$ cat src/rtl/univ_shift_reg.sv
// univ_shift_reg: parametrised universal register (hold, shift left, shift right,
// parallel load, optional rotate) with an autonomous burst-shift engine.
// A burst command performs burst_len shifts, one per enabled cycle, then pulses done.
// Optional feature macro: USR_PARITY_EN adds a registered even-parity output
// that always describes the current q.
module univ_shift_reg #(
  parameter int               WIDTH     = 8,
  parameter int               CNT_W     = 4,
  parameter logic [WIDTH-1:0] RESET_VAL = '0
) (
  input  logic             clk,
  input  logic             reset,
  input  logic             en,
  input  logic [1:0]       mode,
  input  logic [WIDTH-1:0] d,
  input  logic             sin_l,
  input  logic             sin_r,
  input  logic             rotate,
  input  logic             burst_start,
  input  logic [CNT_W-1:0] burst_len,
  input  logic             burst_dir,
  output logic [WIDTH-1:0] q,
  output logic             sout_l,
  output logic             sout_r,
  output logic             busy,
  output logic             done
`ifdef USR_PARITY_EN
  ,
  output logic             parity
`endif
);

  typedef enum logic {
    ST_IDLE  = 1'b0,
    ST_BURST = 1'b1
  } state_t;

  localparam logic [1:0] MODE_HOLD  = 2'b00;
  localparam logic [1:0] MODE_LEFT  = 2'b01;
  localparam logic [1:0] MODE_RIGHT = 2'b10;
  localparam logic [1:0] MODE_LOAD  = 2'b11;

  state_t           state_reg, state_next;
  logic [CNT_W-1:0] cnt_reg, cnt_next;
  logic             dir_reg, dir_next;
  logic [WIDTH-1:0] q_reg, q_next;
  logic             done_reg, done_next;

  // Candidate values for a single left or right shift of the current contents.
  // The end bit takes either the serial input or, when rotating, the bit that
  // falls off the opposite end.
  logic [WIDTH-1:0] shl_vec;
  logic [WIDTH-1:0] shr_vec;

  genvar gi;
  generate
    for (gi = 0; gi < WIDTH; gi++) begin : g_shift
      if (gi == 0) begin : g_shl_lsb
        assign shl_vec[gi] = rotate ? q_reg[WIDTH-1] : sin_r;
      end else begin : g_shl_body
        assign shl_vec[gi] = q_reg[gi-1];
      end

      if (gi == WIDTH - 1) begin : g_shr_msb
        assign shr_vec[gi] = rotate ? q_reg[0] : sin_l;
      end else begin : g_shr_body
        assign shr_vec[gi] = q_reg[gi+1];
      end
    end
  endgenerate

  // Next-state logic: everything holds when en=0, except done which always
  // falls back to 0 so it stays a single-cycle pulse.
  always_comb begin
    state_next = state_reg;
    cnt_next   = cnt_reg;
    dir_next   = dir_reg;
    q_next     = q_reg;
    done_next  = 1'b0;

    if (en) begin
      unique case (state_reg)
        ST_IDLE: begin
          if (burst_start) begin
            // A zero-length burst completes immediately without touching q.
            if (burst_len == '0) begin
              done_next = 1'b1;
            end else begin
              cnt_next   = burst_len;
              dir_next   = burst_dir;
              state_next = ST_BURST;
            end
          end else begin
            case (mode)
              MODE_LEFT:  q_next = shl_vec;
              MODE_RIGHT: q_next = shr_vec;
              MODE_LOAD:  q_next = d;
              MODE_HOLD:  q_next = q_reg;
              default:    q_next = q_reg;
            endcase
          end
        end

        ST_BURST: begin
          // One shift per enabled edge in the direction latched at start;
          // rotate and the serial inputs are taken live.
          q_next   = dir_reg ? shr_vec : shl_vec;
          cnt_next = cnt_reg - CNT_W'(1);
          if (cnt_reg == CNT_W'(1)) begin
            state_next = ST_IDLE;
            done_next  = 1'b1;
          end
        end

        default: begin
          state_next = ST_IDLE;
        end
      endcase
    end
  end

  // State register; reset aborts any burst in flight without a done pulse.
  always_ff @(posedge clk) begin
    if (reset) begin
      state_reg <= ST_IDLE;
      cnt_reg   <= '0;
      dir_reg   <= 1'b0;
      q_reg     <= RESET_VAL;
      done_reg  <= 1'b0;
    end else begin
      state_reg <= state_next;
      cnt_reg   <= cnt_next;
      dir_reg   <= dir_next;
      q_reg     <= q_next;
      done_reg  <= done_next;
    end
  end

  assign q      = q_reg;
  assign sout_l = q_reg[WIDTH-1];
  assign sout_r = q_reg[0];
  assign busy   = (state_reg == ST_BURST);
  assign done   = done_reg;

`ifdef USR_PARITY_EN
  logic parity_reg;

  // Parity is computed from the value about to be registered so it lines up with q.
  always_ff @(posedge clk) begin
    if (reset) begin
      parity_reg <= ^RESET_VAL;
    end else begin
      parity_reg <= ^q_next;
    end
  end

  assign parity = parity_reg;
`endif

endmodule
$ cat config.mk
export PLATFORM = sky130hd
export DESIGN_NAME = univ_shift_reg
export DESIGN_NICKNAME = d
export VERILOG_FILES = /design/src/rtl/univ_shift_reg.sv
export SDC_FILE = /design/constraint.sdc
export NUM_CORES = 1
export LEC_CHECK = 0
export ABC_CLOCK_PERIOD_IN_PS = 1800
export CAP_MARGIN = 20
export CORE_MARGIN = 2
export CORE_UTILIZATION = 30
export DETAILED_ROUTE_END_ITERATION = 12
export GPL_TIMING_DRIVEN = 0
export SLEW_MARGIN = 20
export SYNTH_ARGS = -nofsm -noshare
export SYNTH_HDL_FRONTEND = slang
export SYNTH_SLANG_ARGS = --single-unit
export TNS_END_PERCENT = 50
$ cat constraint.sdc
create_clock -name clk -period 1.8 [get_ports clk]
set_clock_uncertainty 0.2 [all_clocks]
set_input_delay 0.36 -clock clk [delete_from_list [all_inputs] [get_ports clk]]
set_output_delay 0.36 -clock clk [all_outputs]
set_load 0.02 [all_outputs]
==> flow_summary_export.csv <==
group,metric,value,unit
cts,cts_setup_buffers,0,
synthesis,async_flop_share,0,
synthesis,synth_cell_type_count,33,
setup_path,worst_path_max_delay_cell,"clkdlybuf4s50_1",
finish,diodes,0,
power_and_ir_drop,power_density,644,mW/mm^2
floorplanning,num_rows,22,
place,detailed_place.area,0.00151,mm^2
place,dp_hpwl,2270,um
detailed_routing,post-route-drc-count,0,
cts,cts.clk_slew.worst_paths,0.06,ns
cts,numCtsBuffers,3,
finish,largest_reg_flops,8,
detailed_routing,wl_per_cell,13.7,um
grt,grt_pass1_vias,1078,
outcome,status,"complete, no violations",
setup_path,critPathMaxStageDelay,0.46,ns
floorplanning,chipHeight,65.9,um
finish,drive_gt1_frac,0.187,
finish,fin_area,0.00155,mm^2
synthesis,synth_area_leader_cell,"dfxtp_1",
grt,grt_max_degree,11,
sta,setup_viol,0,
setup_path,cp-start-kind,"input pin",
detailed_routing,vias_per_cell,5.09,
synthesis,ys_seq_elements,15,
cts,clk_latency,0.25,ns
synthesis,synth_area,0.00115,mm^2
power_and_ir_drop,leakage,0.000606,uW
detailed_routing,wirelength,3000,um
floorplanning,ios,34,
synthesis,synthCells,137,
detailed_routing,drtAntennaViolNets,0,
grt,antenna_found_initial,0,
grt,grt_pass1_wl,5010,um
synthesis,synth_warnings,0,
detailed_routing,via_count,1115,
finish,utilization,0.422,
synthesis,synthFlopType,"dfxtp_1",
synthesis,syn-num-nets,161,
setup_path,cp_max_fo,5,
synthesis,synth-edff-count,0,
setup_path,path_cells,"clkdlybuf4s50_1, nor4_4, o21ai_0, a21oi_1, a211oi_1",
cts,cts.root.buffer_cell,"clkbuf_8",
detailed_routing,drtIter0Drc,44,
sta,hold_viol,0,
sta,fin_crit_sh,0.961,
finish,nNetsFinal,196,
setup_path,critPathRequiredTime,1.72,ns
finish,syn2layout_area_growth,34.5,%
synthesis,synth_area_leaders,"dfxtp_1 (26%), mux2i_1 (15%), nor2_1 (7.8%)",
synthesis,synth.top_cell.area_share,0.261,
sta,max_slew.worst_pin.slew,0.447,ns
sta,slew_viol_final,0,
synthesis,seq_area_frac_synth,0.261,
cts,h-tree-depth,1,
place,place.gp.congestion,0.837,
setup_path,worst-path-buf-inv,1,
floorplanning,core_area,0.00366,mm^2
detailed_routing,dr.pass1.iters,4,
cts,cts.sinks,15,
flow_run,maxCapViolations,0,
floorplanning,dieArea,0.00434,mm^2
finish,fillers,385,
cts,clock_path_buffers,2,
sta,rsz0062_at_grt,"true",
sta,fmax,578,MHz
cts,hold_buffers,0,
place,numPortBuffers,30,
sta,slew_headroom,0.698,
floorplanning,initial_core_util,0.314,
grt,overflow,0,
setup_path,crit_family,"buffers and inverters",
setup_path,ff2ff_setup_slack,0.29,ns
min_path,hold_path.class,"input pin to register",
grt,grt_use_total,0.148,
setup_path,endpoint_kind,"register",
sta,fin_crit,1.73,ns
synthesis,avgSynthCellArea,8.39,um^2
floorplanning,die_x,65.9,um
setup_path,crit_type,"input pin to register",
cts,cts_tree,"yes",
setup_path,worstPathArrival,1.65,ns
sta,hold_ws,0.127,ns
power_and_ir_drop,max-vdd-ir-drop,0.000469,V
-- routing by layer --
| metal | vias up | wire [um] | global-route usage |
|---|---|---|---|
| met1 | 508 | 1370 | 0.197 |
| met2 | 49 | 1350 | 0.235 |
| met3 | 2 | 266 | 0.0358 |
| li1 | 556 | - | - |
| met4 | 0 | 11 | 0.0469 |
| met5 | - | 0 | 0 |
-- through the flow --
step | instances | setup WS, ns | TNS [ns] | total power, uW
floorplan | 137 | 0.310 | 0 | 599
global placement | 215 | -0.243 | -2.95 | 724
detailed placement | 215 | -0.261 | -3.15 | 729
CTS | 219 | 0.00661 | 0 | 1010
global route | 219 | -0.0175 | -0.0175 | 1060
finish | 219 | 0.0694 | 0 | 996
-- cells in the final DEF, fill, tap and decap left out, types with 2 or more instances in the layout --
cell             count
nor2_1              24
clkdlybuf4s50_1     20
mux2i_1             17
dfxtp_1             13
a211oi_1            11
nor3_1               9
dlygate4sd2_1        9
nor3_2               6
a21oi_1              6
buf_4                5
inv_1                4
buf_2                4
nand2_1              4
buf_6                3
o21ai_0              3
nand2b_1             3
clkbuf_8             3
o21ai_4              2
nor2b_1              2
nand3_1              2
nor3b_1              2
ha_1                 2
dfxtp_2              2
-- repair_timing --
action / in CTS / in global routing
resized for setup: 12 / 2
endpoints found under the hold margin: 0 / 0
endpoints found under the setup margin: 10 / 11
pin swaps: 0 / 0
-- worst register-to-register path: cells and delay by family, from the launching register on --
family,cells,cell delay [ns]
AOI/OAI and AO/OA,1,0.34
buffers and inverters,2,0.38
DFF,1,0.32
and+or+nand+nor,2,0.19
-- cell usage after synthesis (2+ instances only) --
cell	count
o21ai_0	3
nand2b_1	3
nor2_1	24
nand2_1	4
buf_6	3
mux2i_1	17
inv_1	4
nor2b_1	2
buf_2	4
nor3_2	6
nor3_1	9
a211oi_1	11
nor3b_1	2
a21oi_1	6
buf_4	4
o21ai_4	2
ha_1	2
dfxtp_1	15
nand3_1	2
-- final timing paths --
kind | to | from | cells past startpoint
worst min-delay path | busy | en | 2
worst max register to register | q[0] | busy | 5
worst max-delay path | cnt_reg[2] | burst_len[2] | 5
worst min register to register | cnt_reg[3] | cnt_reg[3] | 2
-- cell type report --
class,instances,area [um^2],share of cell area
plain buffers,12,88.8,0.0574
clock buffers,3,41.3,0.0267
clock inverters,1,5.00,0.00324
inverters,5,18.8,0.0121
multi-input cells,105,743,0.481
flip-flops and latches,15,303,0.196
well taps,48,60.1,0.0388
repair buffers,30,287,0.185
-- cell families after synthesis --
kind of cell             synth area share
adder cells (fa/ha/maj)            0.0218
flip-flops                          0.261
AND/OR/NAND/NOR                     0.263
multiplexers                        0.148
AO/OA/AOI/OAI                       0.213
buffers and inverters              0.0925
-- power by group --
part | total, uW | internal [uW] | leakage (uW) | switching, uW
Clock | 286 | 154 | 0.0000255 | 132
Combinational | 320 | 154 | 0.000456 | 166
Sequential | 389 | 358 | 0.000124 | 30.9
Note: power is estimated with default switching activity, not from simulation.
